## config.mk

```make
export PLATFORM = sky130hd
export DESIGN_NAME = accel_sample_filter_flat
export DESIGN_NICKNAME = d
export VERILOG_FILES = /design/src/rtl/accel_sample_filter_if.sv /design/src/rtl/accel_sample_filter.sv /design/src/flat_wrapper.sv
export SDC_FILE = /design/constraint.sdc
export NUM_CORES = 1
export LEC_CHECK = 0
export ABC_AREA = 1
export CAP_MARGIN = 25
export CORE_MARGIN = 1.5
export CORE_UTILIZATION = 35
export DETAILED_ROUTE_END_ITERATION = 7
export HOLD_SLACK_MARGIN = 0.12
export PLACE_DENSITY = 0.62
export SYNTH_ARGS = -nofsm -noshare
export SYNTH_HDL_FRONTEND = slang
export SYNTH_SLANG_ARGS = --single-unit
```

## constraint.sdc

```tcl
create_clock -name clk -period 4.5 [get_ports clk]
set_input_delay 0.675 -clock clk [delete_from_list [all_inputs] [get_ports clk]]
set_output_delay 0.675 -clock clk [all_outputs]
set_load 0.1 [all_outputs]
```

## src/rtl/accel_sample_filter_if.sv

```systemverilog
// Sample/filter bus between the SPI accelerometer front end and the sample filter.
// master drives samples and the overrun clear; slave (the filter) drives the results.
interface accel_sample_filter_if;
    logic               sample_valid;
    logic signed [15:0] sample_data;
    logic               overrun_clr;
    logic signed [15:0] filt_data;
    logic               filt_valid;
    logic               primed;
    logic               shock;
    logic               overrun;
    logic [7:0]         bar;

    modport master (
        output sample_valid, sample_data, overrun_clr,
        input  filt_data, filt_valid, primed, shock, overrun, bar
    );

    modport slave (
        input  sample_valid, sample_data, overrun_clr,
        output filt_data, filt_valid, primed, shock, overrun, bar
    );
endinterface

```

## src/rtl/accel_sample_filter.sv

```systemverilog
// Moving-average filter, shock detector and tilt bar for one accelerometer axis.
// Shock detection is built only when ACCEL_SHOCK_EN is defined; otherwise shock is tied low.
module accel_sample_filter #(
    parameter int unsigned AVG_LOG2     = 3,
    parameter logic [15:0] SHOCK_THRESH = 16'd200,
    parameter logic [23:0] SHOCK_HOLD   = 24'd5000000,
    parameter logic [3:0]  BAR_SHIFT    = 4'd6
) (
    input  logic                 clk,
    input  logic                 reset,
    accel_sample_filter_if.slave sif
);
    localparam int unsigned        WIN     = 1 << AVG_LOG2;
    localparam int unsigned        AW      = 16 + AVG_LOG2;
    localparam logic [AVG_LOG2:0]  WIN_CNT = {1'b1, {AVG_LOG2{1'b0}}};

    localparam logic [1:0] ST_IDLE   = 2'd0;
    localparam logic [1:0] ST_ACCUM  = 2'd1;
    localparam logic [1:0] ST_OUTPUT = 2'd2;

    logic [1:0]           state;
    logic signed [15:0]   new_sample;
    logic signed [15:0]   ring [WIN];
    logic signed [AW-1:0] acc;
    logic signed [AW-1:0] acc_next;
    logic [AVG_LOG2-1:0]  wr_ptr;
    logic [AVG_LOG2:0]    fill_cnt;
    logic [AVG_LOG2:0]    fill_next;
    logic signed [15:0]   filt_data;
    logic signed [15:0]   filt_next;
    logic                 filt_valid;
    logic                 overrun;
    logic [7:0]           bar;
    logic                 drop;
    logic                 primed;

    function automatic logic [7:0] bar_of(input logic signed [15:0] f);
        logic signed [15:0] lvl;
        logic [7:0]         b;
        lvl  = f >>> BAR_SHIFT;
        b[4] = (lvl >= 16'sd1);
        b[5] = (lvl >= 16'sd2);
        b[6] = (lvl >= 16'sd3);
        b[7] = (lvl >= 16'sd4);
        b[3] = (lvl <= -16'sd1);
        b[2] = (lvl <= -16'sd2);
        b[1] = (lvl <= -16'sd3);
        b[0] = (lvl <= -16'sd4);
        if (lvl == 16'sd0) begin
            b = 8'b0001_1000;
        end
        return b;
    endfunction

    assign primed = (fill_cnt == WIN_CNT);
    assign drop   = sif.sample_valid && (state != ST_IDLE);

    // The average is computed from acc_next so the registered outputs land while in OUTPUT.
    always_comb begin
        acc_next  = acc + {{AVG_LOG2{new_sample[15]}}, new_sample}
                        - {{AVG_LOG2{ring[wr_ptr][15]}}, ring[wr_ptr]};
        filt_next = 16'(acc_next >>> AVG_LOG2);
        fill_next = primed ? fill_cnt : fill_cnt + 1'b1;
    end

    always_ff @(posedge clk) begin
        if (reset) begin
            state      <= ST_IDLE;
            new_sample <= '0;
            for (int unsigned i = 0; i < WIN; i++) begin
                ring[i] <= '0;
            end
            acc        <= '0;
            wr_ptr     <= '0;
            fill_cnt   <= '0;
            filt_data  <= '0;
            filt_valid <= 1'b0;
            overrun    <= 1'b0;
            bar        <= 8'b0001_1000;
        end else begin
            filt_valid <= 1'b0;
            if (drop) begin
                overrun <= 1'b1;
            end else if (sif.overrun_clr) begin
                overrun <= 1'b0;
            end
            case (state)
                ST_IDLE: begin
                    if (sif.sample_valid) begin
                        new_sample <= sif.sample_data;
                        state      <= ST_ACCUM;
                    end
                end
                ST_ACCUM: begin
                    acc          <= acc_next;
                    ring[wr_ptr] <= new_sample;
                    wr_ptr       <= wr_ptr + 1'b1;
                    fill_cnt     <= fill_next;
                    filt_data    <= filt_next;
                    filt_valid   <= (fill_next == WIN_CNT);
                    bar          <= bar_of(filt_next);
                    state        <= ST_OUTPUT;
                end
                ST_OUTPUT: state <= ST_IDLE;
                default:   state <= ST_IDLE;
            endcase
        end
    end

    assign sif.filt_data  = filt_data;
    assign sif.filt_valid = filt_valid;
    assign sif.primed     = primed;
    assign sif.overrun    = overrun;
    assign sif.bar        = bar;

`ifdef ACCEL_SHOCK_EN
    logic signed [16:0] diff;
    logic [16:0]        mag;
    logic               hit;
    logic [23:0]        hold_cnt;
    logic               shock;

    // filt_data still holds the previous average during ACCUM.
    always_comb begin
        diff = {new_sample[15], new_sample} - {filt_data[15], filt_data};
        mag  = diff[16] ? -diff : diff;
        hit  = (state == ST_ACCUM) && primed && (mag > {1'b0, SHOCK_THRESH});
    end

    always_ff @(posedge clk) begin
        if (reset) begin
            hold_cnt <= '0;
            shock    <= 1'b0;
        end else if (hit) begin
            hold_cnt <= SHOCK_HOLD;
            shock    <= 1'b1;
        end else if (hold_cnt != '0) begin
            hold_cnt <= hold_cnt - 1'b1;
            if (hold_cnt == 24'd1) begin
                shock <= 1'b0;
            end
        end
    end

    assign sif.shock = shock;
`else
    logic unused_shock_params;
    assign unused_shock_params = ^{SHOCK_THRESH, SHOCK_HOLD};
    assign sif.shock = 1'b0;
`endif
endmodule

```

## src/flat_wrapper.sv

```systemverilog
// flat-port wrapper written by rule: the top's interface ports become plain ports
module accel_sample_filter_flat 
#(
    parameter int unsigned AVG_LOG2     = 3,
    parameter logic [15:0] SHOCK_THRESH = 16'd200,
    parameter logic [23:0] SHOCK_HOLD   = 24'd5000000,
    parameter logic [3:0]  BAR_SHIFT    = 4'd6
)
  (clk, reset, sif_sample_valid, sif_sample_data, sif_overrun_clr, sif_filt_data, sif_filt_valid, sif_primed, sif_shock, sif_overrun, sif_bar);
  accel_sample_filter_if sif_i ();
  input  logic clk;
  input  logic reset;
  input wire logic [$bits(sif_i.sample_valid)-1:0] sif_sample_valid;
  input wire logic [$bits(sif_i.sample_data)-1:0] sif_sample_data;
  input wire logic [$bits(sif_i.overrun_clr)-1:0] sif_overrun_clr;
  output wire logic [$bits(sif_i.filt_data)-1:0] sif_filt_data;
  output wire logic [$bits(sif_i.filt_valid)-1:0] sif_filt_valid;
  output wire logic [$bits(sif_i.primed)-1:0] sif_primed;
  output wire logic [$bits(sif_i.shock)-1:0] sif_shock;
  output wire logic [$bits(sif_i.overrun)-1:0] sif_overrun;
  output wire logic [$bits(sif_i.bar)-1:0] sif_bar;
  assign sif_i.sample_valid = sif_sample_valid;
  assign sif_i.sample_data = sif_sample_data;
  assign sif_i.overrun_clr = sif_overrun_clr;
  assign sif_filt_data = sif_i.filt_data;
  assign sif_filt_valid = sif_i.filt_valid;
  assign sif_primed = sif_i.primed;
  assign sif_shock = sif_i.shock;
  assign sif_overrun = sif_i.overrun;
  assign sif_bar = sif_i.bar;
  accel_sample_filter #(.AVG_LOG2(AVG_LOG2), .SHOCK_THRESH(SHOCK_THRESH), .SHOCK_HOLD(SHOCK_HOLD), .BAR_SHIFT(BAR_SHIFT)) u_core (.clk(clk), .reset(reset), .sif(sif_i));
endmodule
```

Yosys cells after proc, flatten, opt, wreduce, memory -nomap -nowiden
Memories as Yosys holds them, arrays and structs flattened. A register that Yosys moved wholly into a read port is not among the register bits. Index checks and enable logic that the tools add are counted.

Divide/modulo/power cells: 0. Add/sub/neg operators: 4. Reductions and logical operators: 8. Muxes and demuxes: 16. Magnitude comparators: 8. Bitwise logic cells: 1. Shifts and indexed selects: 0. $mul: 0. Eq/ne operators: 4.

Operator list (count): greater-or-equal comparator 10 x 3 -> 1 bit, second input constant (2); <= comparator 10 x 3 -> 1 bit, second input constant (2); adder 19 bit (1); subtractor 19 bit (1); zero test 16 bit (1); two-way mux 16 bit (1); OR reduction 16 bit (1); greater-or-equal comparator 10 x 2 -> 1 bit, second input constant (1); greater-or-equal comparator 10 x 4 -> 1 bit, second input constant (1); <= comparator 10 x 1 -> 1 bit, second input constant (1); <= comparator 10 x 2 -> 1 bit, second input constant (1); two-way mux 3 bit (3); equality test 4 bit, second input constant (2); two-way mux 1 bit (8); two-way mux 8 bit (1); adder 4 x 1 -> 4 bit, second input constant (1); two-way mux 4 bit (1); one-hot mux 2 bit (2 select lines) (1); nonzero test 2 bit (2); adder 3 x 1 -> 3 bit, second input constant (1); equality test 2 x 1 -> 1 bit, second input constant (1); zero test 2 bit (1); two-way mux 2 bit (1); != test 2 bit, second input constant (1); other kinds (4) (4).

Bits in latches: 0. Memories kept: 1. Bits of input ports: 20. Memory bits (writable): 128. Output and inout port bits: 28. Bits in read-only memories: 0. Bits in registers: 70.

Memories: u_core.ring (depth 8, bits a word 16, rd ports 1, clocked after memory_dff 1, write ports 8, line accel_sample_filter.sv:23) `logic signed [15:0] ring [WIN];`.

Logic depth before layout (Yosys ltp)
Depth in word-level cells: 6. Gate-level depth with buffers: 26. Mapped depth without buffers: 25.

Worst setup path before layout
Ideal clock, no wire load.

Kind: register -> register. Start: register (tool-made name). End: register u_core.bar[5], in the netlist u_core.sif.bar[5]. Setup slack: 1.304 ns. Required time: 4.383 ns. Library setup time: 0.117 ns. Stages on the path, launching flop included: 24. Clock period less this slack: 3.196 ns. Data arrival time: 3.079 ns. Cell sequence: dfxtp_1 > buf_4 > clkbuf_1 > o21ai_0 > o22ai_1 > nor2_1 > a31oi_1 > fa_1 > inv_1 > ha_1 > nand2_2 > inv_1 > a21oi_1 > nand2_2 > nand2_2 > nand3_1 > nand2_2 > nand2_2 > nor2_4 > nand3_2 > nor2_2 > nand2_2 > nand2_1 > nor2_1.

RTL lines: end signal: assignment (line accel_sample_filter.sv:101) `bar <= bar_of(filt_next);`; end: declaration (line accel_sample_filter.sv:33) `logic [7:0] bar;`.

==> results.yml <==
final_layout:
  final_nets: 1229
  multi_input_area_um2: 3880
  layout_common_cells: "nor2_1, nand2_1, inv_1"
  ff_latch_area_um2: 4990
  drive_gt1_share_pct: 11.1
  final_common_cell: "nor2_1"
  antenna_cells: 0
  fillers: 2732
  synthToLayoutAreaGrowth_pct: 14.3
clock_network:
  htreeDepth: 4
  cts_tree: "yes"
  ctsHoldBuffers: 0
  post_cts_buffers: 0
  cts.reportedPaths.clkPinSlew_ns: 0.07
  cts_buffer_depth: 2
  cts_root_buffer: "clkbuf_16"
  clock_latency_ns: 0.44
  cts_buffers: 17
  cts.sinks: 185
  cts_resized: 0
floorplan:
  die_w_um: 170
  rows: 61
  fp.dieArea_um2: 29000
  fp.dieH_um: 170
  start_util_pct: 35.4
  io-pin-count: 48
  core_area_um2: 27700
run:
  drv_cap: 0
critical_path:
  arrival_ns: 4.25
  crit_fanout: 41
  path_class: "reg2reg"
  crit_required_ns: 4.81
  cp-end-kind: "flop"
  worst_setup_path_start_kind: "flop"
route:
  totalWireLength_um: 25500
  viasPerCell: 4.88
  first_pass_iters: 5
  drc_errors: 0
  final_antenna_net_count: 0
  drt_iter0_drc: 627
  vias: 7618
  wl_per_cell_um: 16.4
min_path:
  hold_class: "reg2reg"
  worstHoldStart: "u_core.sif.bar[6]"
global_route:
  track_usage_pct: 18.3
  grt_pass1_vias: 7302
  overflow: 0
  grt_antenna_before_repair: 0
  grt_pass1_wl_um: 40300
  grt_max_degree: 47
placement:
  dp_hpwl_um: 17700
  finalWeightedCongestion: 0.869
  io_buffers: 46
timing:
  finalSetupViolCount: 0
  layout_min_cycle_time_ns: 3.94
  fmax_mhz: 254
  slew_violations: 0
  finalCritPeriodShare_pct: 87.5
  worst_pin_slew_ns: 0.995
  finalHoldViolations: 0
  clock_skew_ns: 0.0116
  relSlewSlack_pct: 33.4
  rsz0062_at_grt: "false"
  fin_tns_setup_ns: 0
power_and_ir_drop:
  power_density_nw_per_um2: 449
  leakage_nw: 4.70
  peakVddDrop_uv: 260
  finalPower_mw: 5.03
logic_synthesis:
  synth.distinct_cells: 38
  syn_nets: 1204
  syn_avg_cell_area_um2: 8.57
  ys_warn_count: 0
  netlist_area_um2: 9810
  yosysSeqAreaShare_pct: 50.8
  synth_seq_cells: 185
  syn-instance-count: 1144
outcome:
  status: "complete, no violations"
-- report_power, final --
part           internal [mW]  total, mW  switching (mW)
registers               1.90       1.94          0.0411
logic                  0.472       1.58            1.11
clock network          0.835       1.50           0.669
total                   3.21       5.03            1.82
-- cell usage after synthesis, drive strengths merged --
cell type  instances  share of area [%]
o21ai            105                5.4
a31oi             15               0.96
inv              160                6.1
a21oi             54                2.9
fa                18                3.7
nand4             11                1.1
xnor2              2               0.18
and2               3               0.19
nor2             268                 11
conb               1              0.038
nand3             31                1.8
a21o               1              0.077
o22ai             15               0.96
nand2            164                6.9
o211ai             1              0.077
buf               31                2.0
nand3b             3               0.23
and3               1               0.11
dfxtp             57                 12
clkinv             2              0.077
xor2              10               0.89
clkbuf            35                1.3
ha                22                2.8
edfxtp           128                 39
nor3b              1               0.13
nor3               5               0.26
-- routing by layer --
layer  vias up  track usage [%]  part of all wire, %
li1       3726                -                    -
met1      3598             25.2                   45
met2       259             29.3                   47
met3        35             3.28                  6.3
met4         0             5.93                  1.9
met5         -                0                    0
-- cell type report --
type                       count  share of cell area [%]
clock buffer                  20                    4.27
clock inverter                12                    1.02
inverter                     162                    5.42
multi-input combinational    731                    34.6
sequential                   185                    44.5
tap                          378                    4.22
timing repair buffer          72                    5.96
-- stage by stage --
step / instance area (µm²) / utilization, % / hold slack, ns / worst slack [ns] / cells
4_1_cts: 11200 / 40.5 / 0.471 / 0.631 / 1560
3_5_place_dp: 10600 / 38.3 / 0.460 / 0.650 / 1528
6_report: 11200 / 40.5 / 0.469 / 0.564 / 1560
2_1_floorplan: 9810 / - / 0.465 / 1.30 / 1144
5_1_grt: 11200 / 40.5 / 0.489 / 0.215 / 1560
3_3_place_gp: 10600 / 38.3 / 0.458 / 0.644 / 1528
-- sequential cells by signal (all words and copies together), names as in the netlist, named ones only --
signal / cells
u_core.acc: 19
u_core.fill_cnt: 4
u_core.new_sample: 16
u_core.ring: 128
u_core.sif.bar: 8
u_core.sif.filt_valid: 1
u_core.sif.overrun: 1
u_core.state: 2
u_core.wr_ptr: 3
-- cell families after synthesis --
family,synth area share (%)
DFF,50.8
AOI/OAI and AO/OA,10.3
and+or+nand+nor,21.7
xor gates and xnor gates,1.07
other,0.0382
adders and majority gates,6.48
buffers and inverters,9.57
-- worst paths after layout --
check,endpoint,slack (ns),cells past startpoint
worst min-delay path,u_core.sif.bar[6],0.47,2
worst min register to register,u_core.sif.bar[6],0.47,2
worst max register to register,u_core.sif.bar[1],0.56,23
worst max-delay path,u_core.sif.bar[1],0.56,23
-- critical path, stage by stage (launching register included) --
cell and delay, ns:
dfxtp_2 0.33, inv_2 0.32, buf_12 0.27, o21ai_0 0.10
o22ai_1 0.17, nor2_1 0.10, a31oi_1 0.35, fa_1 0.49
inv_1 0.07, ha_1 0.30, nand2_1 0.15, nand3_2 0.14
nand2_2 0.09, nand2_2 0.07, nand2_1 0.10, nand2_1 0.06
nand2_1 0.07, nand2_2 0.06, inv_1 0.06, nand3_1 0.07
nor2_1 0.19, nand3_1 0.10, nand2_1 0.08, a21oi_2 0.05
(Power assumes the default switching activity.)
